`src/rtl/seq_detect_fsm.sv`:
```
// ============================================================================
// Module   : seq_detect_fsm
// Brief    : Programmable Mealy serial-pattern detector, KMP-style prefix
//            tracking, overlap / non-overlap modes, saturating match counter.
// Revision : 1.0 - initial release
// ============================================================================
`default_nettype none

module seq_detect_fsm #(
   parameter int               PAT_W   = 4,
   parameter int               CNT_W   = 8,
   parameter logic [PAT_W-1:0] PAT_RST = 4'b1011
) (
   input  logic                     clk,
   input  logic                     reset,
   input  logic                     en,
   input  logic                     x,
   input  logic                     cfg_load,
   input  logic [PAT_W-1:0]         cfg_pattern,
   input  logic                     cfg_overlap,
   input  logic                     cnt_clr,
   output logic                     z,
   output logic                     z_q,
   output logic [$clog2(PAT_W)-1:0] state_o,
   output logic [CNT_W-1:0]         match_cnt,
   output logic                     cnt_sat
);

   localparam int                c_ST_W = $clog2(PAT_W);
   localparam int                c_H_W  = PAT_W - 1;
   localparam logic [c_ST_W-1:0] c_LAST = c_ST_W'(PAT_W - 1);

   logic [PAT_W-1:0]  r_pattern;
   logic              r_overlap;
   logic [c_ST_W-1:0] r_state;
   logic [c_ST_W-1:0] w_state_nxt;
   logic [c_ST_W-1:0] w_best;
   logic [c_H_W-1:0]  r_hist;
   logic [c_H_W-1:0]  w_hist_nxt;
   logic [PAT_W-1:0]  w_seq;
   logic [PAT_W-1:1]  w_pre_hit;
   logic              w_state_ok;
   logic              w_consume;
   logic              w_z;
   logic              r_z_q;
   logic [CNT_W-1:0]  r_cnt;
   logic [CNT_W-1:0]  w_cnt_inc;
   logic              r_cnt_sat;

   // Most recent consumed bits with the incoming bit appended as the LSB.
   assign w_seq = {r_hist, x};

   generate
      if ((1 << c_ST_W) == PAT_W) begin : g_state_full
         assign w_state_ok = 1'b1;
      end else begin : g_state_part
         assign w_state_ok = (r_state < c_ST_W'(PAT_W));
      end
   endgenerate

   // w_pre_hit[l]: the last l bits of w_seq equal the first l pattern bits.
   generate
      for (genvar l = 1; l < PAT_W; l++) begin : g_prefix
         assign w_pre_hit[l] = (w_seq[l-1:0] == r_pattern[PAT_W-1 -: l]);
      end
   endgenerate

   // Longest matching proper prefix; it can never exceed the current
   // prefix length plus one, which also keeps cleared history bits from
   // masquerading as real data.
   always_comb begin
      w_best = '0;
      for (int l = 1; l < PAT_W; l++) begin
         if (w_pre_hit[l] && (l <= int'(r_state) + 1)) begin
            w_best = c_ST_W'(l);
         end
      end
   end

   assign w_consume = en && !cfg_load && w_state_ok;
   // In the last state the history already holds the pattern head, so a
   // full-width compare is equivalent to testing the final bit alone.
   assign w_z       = w_consume && (r_state == c_LAST) && (w_seq == r_pattern);

   always_comb begin
      w_state_nxt = r_state;
      w_hist_nxt  = r_hist;
      if (cfg_load) begin
         w_state_nxt = '0;
         w_hist_nxt  = '0;
      end else if (en) begin
         if (!w_state_ok || (w_z && !r_overlap)) begin
            w_state_nxt = '0;
            w_hist_nxt  = '0;
         end else begin
            w_state_nxt = w_best;
            w_hist_nxt  = w_seq[c_H_W-1:0];
         end
      end
   end

   always_ff @(posedge clk or posedge reset) begin
      if (reset) begin
         r_pattern <= PAT_RST;
         r_overlap <= 1'b1;
         r_state   <= '0;
         r_hist    <= '0;
         r_z_q     <= 1'b0;
      end else begin
         if (cfg_load) begin
            r_pattern <= cfg_pattern;
            r_overlap <= cfg_overlap;
         end
         r_state <= w_state_nxt;
         r_hist  <= w_hist_nxt;
         r_z_q   <= w_z;
      end
   end

   assign w_cnt_inc = r_cnt + 1'b1;

   always_ff @(posedge clk or posedge reset) begin
      if (reset) begin
         r_cnt     <= '0;
         r_cnt_sat <= 1'b0;
      end else if (cnt_clr) begin
         r_cnt     <= '0;
         r_cnt_sat <= 1'b0;
      end else if (w_z && !r_cnt_sat) begin
         r_cnt <= w_cnt_inc;
         if (&w_cnt_inc) begin
            r_cnt_sat <= 1'b1;
         end
      end
   end

   assign z         = w_z;
   assign z_q       = r_z_q;
   assign state_o   = r_state;
   assign match_cnt = r_cnt;
   assign cnt_sat   = r_cnt_sat;

endmodule

`default_nettype wire

```
`config.mk`:
```
export PLATFORM = sky130hd
export DESIGN_NAME = seq_detect_fsm
export DESIGN_NICKNAME = d
export VERILOG_FILES = /design/src/rtl/seq_detect_fsm.sv
export SDC_FILE = /design/constraint.sdc
export NUM_CORES = 1
export LEC_CHECK = 0
export BUFFER_PORTS_ARGS = -buffer_cell sky130_fd_sc_hd__buf_2
export CAP_MARGIN = 20
export CORE_MARGIN = 1.5
export CORE_UTILIZATION = 41
export DETAILED_ROUTE_END_ITERATION = 16
export PLACE_DENSITY = 0.64
export SLEW_MARGIN = 20
export SYNTH_ARGS = -nofsm -noshare
export SYNTH_HDL_FRONTEND = slang
export SYNTH_SLANG_ARGS = --single-unit
```
`constraint.sdc`:
```
create_clock -name clk -period 2 [get_ports clk]
set_input_delay 0.2 -clock clk [delete_from_list [all_inputs] [get_ports clk]]
set_output_delay 0.2 -clock clk [all_outputs]
set_load 0.01 [all_outputs]
```
==> metrics.md <==
| Metric | Value |
|---|---|
| Outcome | `finished clean` |
| Area of the mapped netlist | `~1300 um^2` |
| Layout Nets | `about 160` |
| CTS tree | `yes` |
| Synth unique cells | `39` |
| Root Driver | `clkbuf_4` |
| Synth Flop Type | `dfrtp_1` |
| Slew headroom | `48.9%` |
| Synthesized net count | `between 100 and 150` |
| Post-synth EDFFs | `0` |
| Die area | `approximately 3400 um^2` |
| Largest net degree at the start of global routing | `21` |
| Fmax | `528 MHz` |
| Post-DP HPWL | `2000 um` |
| Final Hold Slack | `about 0.012 ns` |
| Pre-CTS setup slack | `approximately 0.06 ns` |
| Initial DRC Count | `35` |
| WP data arrival | `roughly 1.7 ns` |
| Core footprint | `approximately 2800 um^2` |
| Commonest non-fill, non-tap cells in the layout | `buf_2 (23), dfrtp_1 (16), mux2_2 (10), nor2_1 (8), nand2b_1 (8)` |
| Maxcap violations | `0` |
| Num ports | `24` |
| CTS clk-pin slew, worst paths | `0.12 ns` |
| Filler instances | `around 270` |
| Initial Util | `roughly 45%` |
| CP Data Required Time | `about 1.8 ns` |
| Routed vias | `around 1000` |
| Diode count | `0` |
| Cts bufs inserted | `3` |
| Wire per inst | `around 15 um` |
| I/O Buffers | `23` |
| Clk_lat worst skew | `between 0.3 and 0.4 ns` |
| Drt pass-1 iters | `4` |
| Die extent in y | `a little under 60 um` |
| Mean Syn Cell Area | `10.2 um^2` |
| FF/Latch Area | `between 500 and 600 um^2` |
| DR DRC count | `0` |
| Area leader, netlist | `dfrtp_1` |
| Routed Antenna Nets | `0` |
| Peak VDD IR | `~0.3 mV` |
| Crit path kind | `flip-flop to primary output` |
| Worst R2R Setup Slack | `0.11 ns` |
| Aggregate routed wire length | `2680 um` |
| Row Count | `19` |
| Synthesis-to-layout area growth | `15.8%` |
| Grt ovf | `0` |
| Ys Warns | `0` |
| Fin crit share | `a little over nine tenths` |
| Dpl cell area | `about 1400 um^2` |
| CP max FO | `6` |
| Layout cell share with drive strength beyond 1 | `about 36%` |
| Hold Path Class | `primary input to asynchronous set/reset pin` |
| Min cycle time layout | `roughly 1.9 ns` |
| First-pass GRT wire length | `4660 um` |
| Most common cell after layout, fill and taps aside | `buf_2` |
| H-tree levels | `1` |
| Pwr/cell area | `approximately 530 nW/um^2` |
| Top-area cell type share of the netlist area | `31.8%` |
| Final hold violations | `0` |
| Ys async rst share | `100%` |
| Synth top area cells | `dfrtp_1 (32%), mux2_2 (8.9%), dfstp_2 (8.3%)` |
| GRT Total Usage | `about 18%` |
| Flop and latch count out of synthesis | `20` |
| # hold bufs at CTS | `0` |
| Vias in the first global route | `~1000` |
| Lkg Pwr | `0.000625 uW` |
| Multi-input gate area | `between 700 and 800 um^2` |
| Max-slew violations | `0` |
| CP Capture Type | `primary output` |
| Post-route design area | `1460 um^2` |
| PnR worst setup slack | `about 0.11 ns` |
| Clock Skews | `just under 0.008 ns` |
| Register area share after synthesis | `between 40% and 50%` |
| RSZ-0062 raised after global routing | `yes` |
| Least-Margin Pin Slew | `0.766 ns` |
| DIE WIDTH | `slightly below 60 um` |
| Initial antenna violation count | `0` |
| Clk buf depth | `2` |
| Final setup fails | `0` |
| Via density | `5.68` |
| CTS sink cnt | `20` |
| Cells after Synth | `between 100 and 150` |
| Startpoint Class | `flip-flop` |
| Gpl congestion | `between 0.8 and 0.9` |
## through the flow
stage / power [uW] / utilization, % / TNS, ns / cells
CTS: 774 / 50.6 / 0 / 178
floorplan: 531 / - / 0 / 124
global placement: 560 / 49.5 / 0 / 174
finish: 766 / 51.6 / 0 / 179
detailed placement: 564 / 49.5 / 0 / 174
global route: 811 / 51.6 / -0.0298 / 179
## worst paths after layout
kind | startpoint | endpoint | cells past startpoint
min in group clk | cfg_pattern[1] | r_pattern[1] | 2
hold reg to reg | r_hist[2] | r_hist[2] | 2
hold / removal | reset | match_cnt[0] | 2
setup / recovery | r_pattern[1] | z | 4
max in group asynchronous | reset | state_o[0] | 2
setup reg to reg | r_pattern[3] | state_o[0] | 4
## Yosys cell counts (2+ instances only)
cell type  number
nand2b_1        8
nand4b_1        2
xnor2_1         5
nor2_1          9
o311ai_0        3
clkbuf_1        2
mux2_2         10
or4_1           2
o21ai_0         2
nand2_1         6
a32o_1          2
buf_2           3
dfstp_2         4
nor4_1          6
a21oi_1         6
dfrtp_1        16
nand4_1         2
xor2_1          3
o31ai_1         2
xnor2_2         2
nand3_1         3
ha_1            2
nor2b_1         6
inv_1           3
## sequential cells by signal, summed over array words and instances, names as in the netlist
name	flops
z_q	1
cnt_sat	1
r_hist	3
r_pattern	4
state_o	2
match_cnt	8
r_overlap	1
## metal layers
metal	share of wire [%]	GRT usage, %
met3	5.1	3.74
met2	43	25.5
met4	1.3	6.31
met1	51	27.5
met5	0	0
## cell families (layout without fill, tap and decap cells)
logic type      count (synthesis)  count (layout)  synth area share (%)
compound gates                 19              19                  10.6
xor+xnor                       10              10                  8.14
fa+ha+maj                       2               2                  1.99
buf+inv                         9              33                  3.08
flops                          20              20                  40.1
mux                            11              11                  9.73
simple gates                   53              53                  26.3
## power by group
group,internal (uW),switching (uW)
Sequential,425,24.0
Combinational,53.1,59.0
Clock,77.8,127
## cell type report
cell class / instances / area share (%)
multi-input combinational: 95 / 50.7
sequential: 20 / 34.6
timing repair buffer: 26 / 9.43
tap: 31 / 2.66
clock buffer: 4 / 1.80
inverter: 3 / 0.772
## what timing repair did
item | 4_1_cts | 5_1_grt
setup endpoints to repair | 1 | 7
pin swaps | 0 | 1
endpoints found under the hold margin | 0 | 0
cloned | 0 | 0
buffers inserted | 0 | 1
gates resized for setup | 1 | 3
## worst max-delay path: stages (launching register included)
cell and delay, ns:
dfstp_2 0.60, xnor2_2 0.16, nand4b_1 0.26, nor2_2 0.21, buf_2 0.16
No activity file was read; power rests on OpenSTA's default activity.
